<file path="src/rtl/uart_pkg.sv">
// rtl/uart_pkg.sv - shared constants, RX state encoding and baud divisor helpers
package uart_pkg;

  localparam int DATA_BITS = 8;

  typedef enum logic [1:0] {
    ST_IDLE  = 2'd0,
    ST_START = 2'd1,
    ST_DATA  = 2'd2,
    ST_STOP  = 2'd3
  } rx_state_e;

  function automatic int baud_rate(input int code);
    case (code)
      0:       return 9600;
      1:       return 19200;
      2:       return 57600;
      default: return 115200;
    endcase
  endfunction

  // Clock cycles per bit, rounded to nearest.
  function automatic int baud_div(input int clk_hz, input int code);
    return (clk_hz + baud_rate(code) / 2) / baud_rate(code);
  endfunction

endpackage

</file>
<file path="src/rtl/uart_byte_fifo.sv">
// rtl/uart_byte_fifo.sv - byte queue occupancy tracker with push/pop/full/empty
module uart_byte_fifo #(
  parameter int DEPTH = 4
) (
  input  logic clk,
  input  logic reset,
  input  logic push_i,
  input  logic pop_i,
  output logic full_o,
  output logic empty_o
);

  localparam int AW = (DEPTH > 1) ? $clog2(DEPTH) : 1;

  // Pointers carry one extra wrap bit so full and empty stay distinguishable.
  logic [AW:0] wr_ptr_q, wr_ptr_d;
  logic [AW:0] rd_ptr_q, rd_ptr_d;
  logic [AW:0] count;
  logic        do_push, do_pop;

  always_comb begin
    count    = wr_ptr_q - rd_ptr_q;
    empty_o  = (count == '0);
    full_o   = (count == (AW+1)'(DEPTH));
    do_pop   = pop_i && !empty_o;
    do_push  = push_i && (!full_o || do_pop);
    wr_ptr_d = do_push ? wr_ptr_q + (AW+1)'(1) : wr_ptr_q;
    rd_ptr_d = do_pop  ? rd_ptr_q + (AW+1)'(1) : rd_ptr_q;
  end

  always_ff @(posedge clk) begin
    if (reset) begin
      wr_ptr_q <= '0;
      rd_ptr_q <= '0;
    end else begin
      wr_ptr_q <= wr_ptr_d;
      rd_ptr_q <= rd_ptr_d;
    end
  end

endmodule

</file>
<file path="src/rtl/uart_rx_top.sv">
// rtl/uart_rx_top.sv - UART 8N1 receiver, byte FIFO and 1 Hz drain tick
// Optional: FRAME_ERR_DROP_EN discards frames whose stop bit samples 0.
module uart_rx_top
  import uart_pkg::*;
#(
  parameter int CLK_HZ     = 100_000_000,
  parameter int BAUD_SEL   = 0,
  parameter int FIFO_DEPTH = 4
) (
  input  logic                 clk,
  input  logic                 reset,
  input  logic                 RX,
  output logic [1:0]           oRate,
  output logic                 owSTART,
  output logic [DATA_BITS-1:0] owData,
  output logic                 owClk1s,
  output logic                 oWRen,
  output logic                 oFIFO_FULL
);

  localparam int DIV      = baud_div(CLK_HZ, BAUD_SEL);
  localparam int HALF     = DIV / 2;
  localparam int CW       = $clog2(DIV + 1);
  localparam int HALF_SEC = CLK_HZ / 2;
  localparam int TW       = $clog2(HALF_SEC + 1);

  logic                 rx_meta_q, rx_sync_q;
  rx_state_e            state_q, state_d;
  logic [CW-1:0]        cnt_q, cnt_d;
  logic [2:0]           bit_q, bit_d;
  logic [DATA_BITS-1:0] shift_q, shift_d;
  logic [DATA_BITS-1:0] data_q, data_d;
  logic                 start_q, start_d;
  logic                 wren_q, wren_d;
  logic [TW-1:0]        tick_q, tick_d;
  logic                 clk1s_q, clk1s_d;
  logic                 tick_rise, fifo_pop, fifo_full, fifo_empty, frame_ok;

`ifdef FRAME_ERR_DROP_EN
  assign frame_ok = rx_sync_q;
`else
  assign frame_ok = 1'b1;
`endif

  assign tick_rise = (tick_q == TW'(HALF_SEC - 1)) && !clk1s_q;
  assign fifo_pop  = tick_rise && !fifo_empty;

  always_comb begin
    state_d = state_q;
    cnt_d   = cnt_q + CW'(1);
    bit_d   = bit_q;
    shift_d = shift_q;
    start_d = start_q;
    data_d  = data_q;
    wren_d  = 1'b0;
    case (state_q)
      ST_IDLE: begin
        cnt_d = '0;
        if (!rx_sync_q) begin
          state_d = ST_START;
          start_d = 1'b1;
        end
      end
      ST_START: if (cnt_q == CW'(HALF - 1)) begin
        cnt_d = '0;
        if (rx_sync_q) begin
          state_d = ST_IDLE;
          start_d = 1'b0;
        end else begin
          state_d = ST_DATA;
          bit_d   = '0;
        end
      end
      ST_DATA: if (cnt_q == CW'(DIV - 1)) begin
        cnt_d   = '0;
        shift_d = {rx_sync_q, shift_q[DATA_BITS-1:1]};
        bit_d   = bit_q + 3'd1;
        if (bit_q == 3'(DATA_BITS - 1)) state_d = ST_STOP;
      end
      ST_STOP: if (cnt_q == CW'(DIV - 1)) begin
        cnt_d   = '0;
        state_d = ST_IDLE;
        start_d = 1'b0;
        if (frame_ok) begin
          data_d = shift_q;
          // A pop this cycle frees the slot the push lands in next cycle.
          wren_d = !fifo_full || fifo_pop;
        end
      end
      default: state_d = ST_IDLE;
    endcase
    if (tick_q == TW'(HALF_SEC - 1)) begin
      tick_d  = '0;
      clk1s_d = !clk1s_q;
    end else begin
      tick_d  = tick_q + TW'(1);
      clk1s_d = clk1s_q;
    end
  end

  always_ff @(posedge clk) begin
    if (reset) begin
      rx_meta_q <= 1'b1;
      rx_sync_q <= 1'b1;
      state_q   <= ST_IDLE;
      cnt_q     <= '0;
      bit_q     <= '0;
      shift_q   <= '0;
      data_q    <= '0;
      start_q   <= 1'b0;
      wren_q    <= 1'b0;
      tick_q    <= '0;
      clk1s_q   <= 1'b0;
    end else begin
      rx_meta_q <= RX;
      rx_sync_q <= rx_meta_q;
      state_q   <= state_d;
      cnt_q     <= cnt_d;
      bit_q     <= bit_d;
      shift_q   <= shift_d;
      data_q    <= data_d;
      start_q   <= start_d;
      wren_q    <= wren_d;
      tick_q    <= tick_d;
      clk1s_q   <= clk1s_d;
    end
  end

  uart_byte_fifo #(.DEPTH(FIFO_DEPTH)) u_fifo (
    .clk     (clk),
    .reset   (reset),
    .push_i  (wren_q),
    .pop_i   (fifo_pop),
    .full_o  (fifo_full),
    .empty_o (fifo_empty)
  );

  assign oRate      = 2'(BAUD_SEL);
  assign owSTART    = start_q;
  assign owData     = data_q;
  assign owClk1s    = clk1s_q;
  assign oWRen      = wren_q;
  assign oFIFO_FULL = fifo_full;

endmodule

</file>
<file path="config.mk">
export PLATFORM = sky130hd
export DESIGN_NAME = uart_rx_top
export DESIGN_NICKNAME = d
export VERILOG_FILES = /design/src/rtl/uart_pkg.sv /design/src/rtl/uart_byte_fifo.sv /design/src/rtl/uart_rx_top.sv
export SDC_FILE = /design/constraint.sdc
export NUM_CORES = 1
export LEC_CHECK = 0
export BUFFER_PORTS_ARGS = -buffer_cell sky130_fd_sc_hd__buf_2
export CORE_ASPECT_RATIO = 1.5
export CORE_UTILIZATION = 55
export CTS_CLUSTER_SIZE = 28
export DETAILED_ROUTE_END_ITERATION = 6
export MAX_ROUTING_LAYER = met4
export PLACE_DENSITY = 0.74
export SLEW_MARGIN = 25
export SYNTH_ARGS = -nofsm -noshare
export SYNTH_HDL_FRONTEND = slang
export SYNTH_SLANG_ARGS = --single-unit
export TNS_END_PERCENT = 1
</file>
<file path="constraint.sdc">
create_clock -name clk -period 3.96 [get_ports clk]
set_input_delay 0.396 -clock clk [delete_from_list [all_inputs] [get_ports clk]]
set_output_delay 0.396 -clock clk [all_outputs]
set_load 0.01 [all_outputs]
</file>
==> results of run 1 <==
## registers in the layout (all words and copies together) (netlist names), 3 cells and up, named ones only
| register | cells |
|---|---|
| u_fifo.rd_ptr_q | 3 |
| tick_q | 26 |
| owData | 8 |
| bit_q | 3 |
| shift_q | 8 |
| cnt_q | 14 |
| u_fifo.wr_ptr_q | 3 |
## critical path: stages, from the launching register on
cell and delay [ns]:
dfxtp_1 0.36, or4_4 0.55, or4_4 0.59, o21ai_2 0.76
nor2_1 0.12
## layout make-up
| class | count | area [um2] | area share |
|---|---|---|---|
| clock buffers | 11 | 151 | 0.0400 |
| multi-input cells | 299 | 1880 | 0.498 |
| repair buffers | 14 | 70.1 | 0.0185 |
| flip-flops and latches | 72 | 1440 | 0.381 |
| clock inverters | 5 | 78.8 | 0.0208 |
| inverters | 18 | 67.6 | 0.0179 |
| well taps | 74 | 92.6 | 0.0245 |
## logic make-up (layout without fill, tap and decap cells)
logic type	after synthesis	count (layout)	share of synthesized area
flip-flops	72	72	0.412
AND/OR/NAND/NOR	174	174	0.278
other	1	2	0.00107
buffers and inverters	41	48	0.0501
multiplexers	3	3	0.00931
adder cells (fa/ha/maj)	9	9	0.0322
AO/OA/AOI/OAI	86	86	0.155
XOR/XNOR	25	25	0.0626
## power breakdown
group | total (mW) | switching (mW) | internal, mW | leakage (nW)
clock network | 0.658 | 0.270 | 0.388 | 0.119
registers | 0.735 | 0.00702 | 0.728 | 0.581
logic | 0.0269 | 0.0196 | 0.00729 | 0.512
total | 1.42 | 0.296 | 1.12 | 1.21
## metal layers
| metal | routed length [um] | part of all wire | vias up |
|---|---|---|---|
| met2 | 3860 | 0.53 | 40 |
| met3 | 179 | 0.025 | 14 |
| met1 | 3100 | 0.42 | 1417 |
| met5 | 0 | 0 | - |
| li1 | - | - | 1512 |
| met4 | 166 | 0.023 | 0 |
## cells in the mapped netlist, types with 3 or more instances
cell type,count,area share
a21oi_1,33,0.047
and2_1,3,0.0054
and3_1,3,0.0054
and4_1,4,0.010
buf_2,5,0.0072
clkbuf_1,13,0.014
dfxtp_1,72,0.41
ha_1,9,0.032
inv_1,18,0.019
nand2_1,19,0.020
nand3_1,29,0.042
nand4_1,19,0.034
nand4b_1,3,0.0075
nor2_1,38,0.041
nor2b_1,5,0.0089
nor3_1,9,0.013
nor4_1,6,0.011
o2111ai_1,4,0.010
o21ai_0,16,0.023
o22ai_1,3,0.0054
o31ai_1,16,0.034
or2_2,4,0.0072
or3_1,11,0.020
or4_1,13,0.028
xnor2_1,17,0.043
xor2_1,8,0.020
## worst min path at each step
| stage | cells after the start | endpoint | slack (ns) | from |
|---|---|---|---|---|
| final | 2 | rx_meta_q | 0.23 | RX |
| after detailed placement | 1 | rx_sync_q | 0.40 | rx_meta_q |
| after floorplan | 1 | rx_sync_q | 0.39 | rx_meta_q |
| after global placement | 1 | rx_sync_q | 0.39 | rx_meta_q |
| after CTS | 2 | rx_meta_q | 0.21 | RX |
| after global routing | 2 | rx_meta_q | 0.23 | RX |
## metrics by stage
step / util / hold WS (ns) / cells / area [um2] / power, mW
after floorplan: - / 0.389 / 412 / 3500 / 0.775
after global placement: 0.580 / 0.393 / 477 / 3550 / 0.779
after detailed placement: 0.580 / 0.403 / 477 / 3550 / 0.780
after CTS: 0.617 / 0.211 / 493 / 3780 / 1.43
after global routing: 0.617 / 0.229 / 493 / 3780 / 1.47
final: 0.617 / 0.228 / 493 / 3780 / 1.42
==> results.toml, run 1 <==
[sta]
fmax_mhz = 397
hold_viol_final = 0
tns_ns = 0
timing.final.crit_share = 0.636
rsz0062_at_grt = "no"
fin_skew_ns = 0.00440
final.setup.worst_slack_ns = 1.44
period_minus_slack_ns = 2.52
worst_pin_slew_ns = 0.948
final-setup-viol-count = 0
slew_headroom = 0.368
drv_slew = 0

[routing]
drt_wl_total_um = 7300
first_pass_iters = 4
vias = 2983
ant_nets = 0
avgViaCountPerCell = 6.05
drtIter0Drc = 195
avgRoutedWirePerCell_um = 14.8
drt_drc_violations_left = 0

[power_and_ir_drop]
powerDensity_mw_per_mm2 = 375
peakVddDrop_mv = 0.214
p_leak_nw = 1.21

[critical_path]
crit_type = "reg2reg"
reg2reg_to = "tick_q[12]"
startpoint = "tick_q[8]"
r2r_setup_slack_ns = 1.44
endpoint_kind = "flip-flop"
r2r_cells = 4
critPathLaunchType = "flip-flop"
arrival_ns = 2.71
cp.required_ns = 4.15
cp_max_fo = 23
crit_path_end = "tick_q[12]"
r2r-start = "tick_q[8]"

[global_routing]
met1_usage = 0.256
met3_usage = 0.0447
use_met2 = 0.418
grt_pass1_vias = 2781
grtUsageTotal = 0.243
antenna_found_initial = 0
grt_max_degree = 38
overflow = 0
busiest_layer = "met2"
grt_pass1_wl_um = 12200

[synth]
synth_cell_types = 50
syn_avg_cell_area_um2 = 8.51
yosysSeqAreaShare = 0.412
async_reset_ff_frac = 0
syn_inst = 411
synth_edf_count = 0
synth_flop_cell = "dfxtp_1"
ys_seq_elements = 72
netlist_area_mm2 = 0.00350
yosysWarningCount = 0

[cells_and_area]
mostFrequentLayoutCell = "dfxtp_1"
num-fill-cells = 576
mostFrequentLayoutCells = "dfxtp_1 (72), nor2_1 (38), a21oi_1 (33)"
syn2layout_area_growth_pct = 8.27
antenna-diode-count = 0
nNetsFinal = 426
drive_above_1_share = 0.0955

[hold_path]
hold_class = "in2reg"

[place]
post-place-ws_ns = 1.42
dp_hpwl_um = 4970
gp_congestion = 0.955
portBuffers = 14

[clocking]
cts_root_buffer = "clkbuf_8"
post_cts_buffers = 0
cts_tree = "built"
clk_pin_slew_ns = 0.07
cts_resized = 0
cts_htree_levels = 3
cts_made_buffers = 9
clock_path_buffers = 2
clkLatencyLatePin_ns = 0.34
ctsHoldBuffers = 0
cts.sinks = 72

[floorplanning]
start_util = 0.570
row_count = 35
die_h_um = 99.6
coreArea_mm2 = 0.00613
fp.dieW_um = 67.1
dieArea_mm2 = 0.00669
io_pins = 17

[run_status]
status = "finished clean"

[job]
drv_cap = 0
(Power assumes the default switching activity.)
==> inputs of run 2 (changes only) <==
Settings changed: ABC_AREA from default to 1, PLACE_DENSITY 0.74 to 0.76.
Clock period 3.96 ns to 2.2 ns, I/O delays scaled along.
==> run 2 against run 1 <==
Routed wire length rose by 5.9%. Clock power rose by 67%. Flip-flop and latch count did not move. Sequential power rose by 82%. Cell count rose by 29%. Critical path type is now reg2out. Critical endpoint is now oFIFO_FULL.
==> results.toml, run 2 <==
[run_status]
status = "finished clean"

[place]
gp_congestion = 0.972
portBuffers = 14
post-place-ws_ns = 0.351
dp_hpwl_um = 5820

[synth]
syn_avg_cell_area_um2 = 6.86
ys_seq_elements = 72
post-synth-top-count-cell = "nand2_1"
synth_flop_cell = "dfxtp_1"
yosysWarningCount = 0
yosys-top-cells-count = "nand2_1 (118), nor2_1 (82), dfxtp_1 (72), inv_1 (66), a21oi_1 (41)"
syn_inst = 540
async_reset_ff_frac = 0
yosysTopAreaCell = "dfxtp_1"
yosysSeqAreaShare = 0.389
netlist_area_mm2 = 0.00370
synth_edf_count = 0
synth_cell_types = 32
synth_top_area_share = 0.389
netlist_top_cells_area = "dfxtp_1 (39%), nand2_1 (12%), nor2_1 (8.3%)"

[clocking]
ctsHoldBuffers = 0
clk_pin_slew_ns = 0.07
cts.sinks = 72
post_cts_buffers = 0
cts_tree = "built"
cts_htree_levels = 3
cts_made_buffers = 9
clkLatencyLatePin_ns = 0.35
cts_root_buffer = "clkbuf_8"
cts_resized = 0
clock_path_buffers = 2

[global_routing]
grt_pass1_vias = 3295
grt_max_degree = 24
grt_pass1_wl_um = 13800
overflow = 0
antenna_found_initial = 0
grtUsageTotal = 0.251

[sta]
fin_skew_ns = 0.0109
drv_slew = 0
tns_ns = 0
final.setup.worst_slack_ns = 0.213
period_minus_slack_ns = 1.99
rsz0062_at_grt = "no"
final-setup-viol-count = 0
timing.final.crit_share = 0.903
hold_viol_final = 0
fmax_mhz = 503

[floorplanning]
die_h_um = 103
dieArea_mm2 = 0.00707
fp.dieW_um = 69
io_pins = 17
row_count = 36
start_util = 0.571
coreArea_mm2 = 0.00649

[power_and_ir_drop]
p_sw_uw = 572
p_int_mw = 1.99
p_leak_nw = 1.52
p_seq_frac = 0.521
peakVddDrop_mv = 0.439
p_comb_frac = 0.049
p_sw_frac = 0.223
powerDensity_mw_per_mm2 = 641
p_clk_frac = 0.430

[routing]
drt_drc_violations_left = 0
ant_nets = 0
avgRoutedWirePerCell_um = 12.2
drtIter0Drc = 162
met3WireLength_um = 264
avgViaCountPerCell = 5.27
first_pass_iters = 4
routedLengthMet1_um = 3320
vias = 3345
drt_wl_total_um = 7730
dr.max_layer_used = "met4"
dr_wl_met2_um = 3830

[cells_and_area]
mostFrequentLayoutCell = "nand2_1"
syn2layout_area_growth_pct = 7.97
top_regs = "tick_q (26), cnt_q (14)"
drive_above_1_share = 0.0930
largest_reg_flops = 26
antenna-diode-count = 0
regMostFlops = "tick_q"
nNetsFinal = 567
mostFrequentLayoutCells = "nand2_1 (118), nor2_1 (82), dfxtp_1 (72)"

[critical_path]
cp_max_fo = 3
critPathLaunchType = "flip-flop"
endpoint_kind = "output port"
arrival_ns = 1.77
cp.required_ns = 1.98
startpoint = "u_fifo.rd_ptr_q[1]"
r2r-start = "tick_q[0]"
crit_type = "reg2out"

[hold_path]
hold_start = "RX"
hold_class = "in2reg"

[job]
drv_cap = 0
run 2: cell count changes after synthesis, moves of 12 or more:
| cell | delta |
|---|---|
| o31ai_1 | -16 |
| inv_1 | +48 |
| or4_1 | -13 |
| nand2_1 | +99 |
| xnor2_1 | -12 |
| nor2_1 | +44 |
run 2: through the flow:
| stage | utilization | cells | power [mW] | hold WS (ns) | area [um2] |
|---|---|---|---|---|---|
| 6_report | 0.617 | 635 | 2.56 | 0.0567 | 4000 |
| 5_1_grt | 0.617 | 635 | 2.67 | 0.0456 | 4000 |
| 4_1_cts | 0.617 | 635 | 2.59 | 0.0379 | 4000 |
| 3_5_place_dp | 0.585 | 620 | 1.49 | 0.412 | 3800 |
| 3_3_place_gp | 0.585 | 620 | 1.49 | 0.415 | 3800 |
| 2_1_floorplan | - | 541 | 1.47 | 0.324 | 3710 |
run 2: path summary, 6_finish.rpt:
kind                              endpoint  slack (ns)  cells past startpoint
worst max-delay path            oFIFO_FULL        0.21                      9
worst max register to register   tick_q[9]        0.34                      9
worst min-delay path             rx_meta_q        0.06                      2
worst min register to register   rx_sync_q        0.44                      1
run 2: cells by family (layout without fill, tap and decap cells):
kind of cell	count (synthesis)	after routing	share of synthesized area
XOR/XNOR	17	17	0.0402
flip-flops	72	72	0.389
adder cells (fa/ha/maj)	9	9	0.0304
buffers and inverters	80	98	0.0922
AND/OR/NAND/NOR	289	289	0.348
other	1	2	0.00101
AO/OA/AOI/OAI	72	72	0.0987
run 2: power by group through the flow:
stage               clock [mW]  combinational (mW)  sequential, mW
detailed placement           0               0.125            1.37
finish                    1.10               0.125            1.34
floorplan                    0               0.103            1.37
CTS                       1.13               0.126            1.34
global route              1.19               0.146            1.34
global placement             0               0.124            1.37
run 2: cell type report:
| cell class | instances | area [um2] |
|---|---|---|
| fillers | 598 | 2490 |
| multi-input cells | 389 | 1920 |
| flip-flops and latches | 72 | 1440 |
| inverters | 67 | 251 |
| clock buffers | 11 | 131 |
| well taps | 76 | 95.1 |
| repair buffers | 16 | 85.1 |
| clock inverters | 4 | 70.1 |
run 2: layer usage:
metal  vias to the layer above  track usage
met3                        29       0.0626
li1                       1751            -
met1                      1496        0.249
met2                        69        0.429
met5                         -            -
met4                         0        0.187
run 2: worst max-delay path, cell delays in order, from the launching register on:
cell and delay (ns):
dfxtp_1 0.36, inv_1 0.05, ha_1 0.28, nand2_1 0.05
nand2_1 0.07, inv_1 0.04, nand2_1 0.05, nand2_1 0.06
nor2_1 0.24, buf_2 0.19
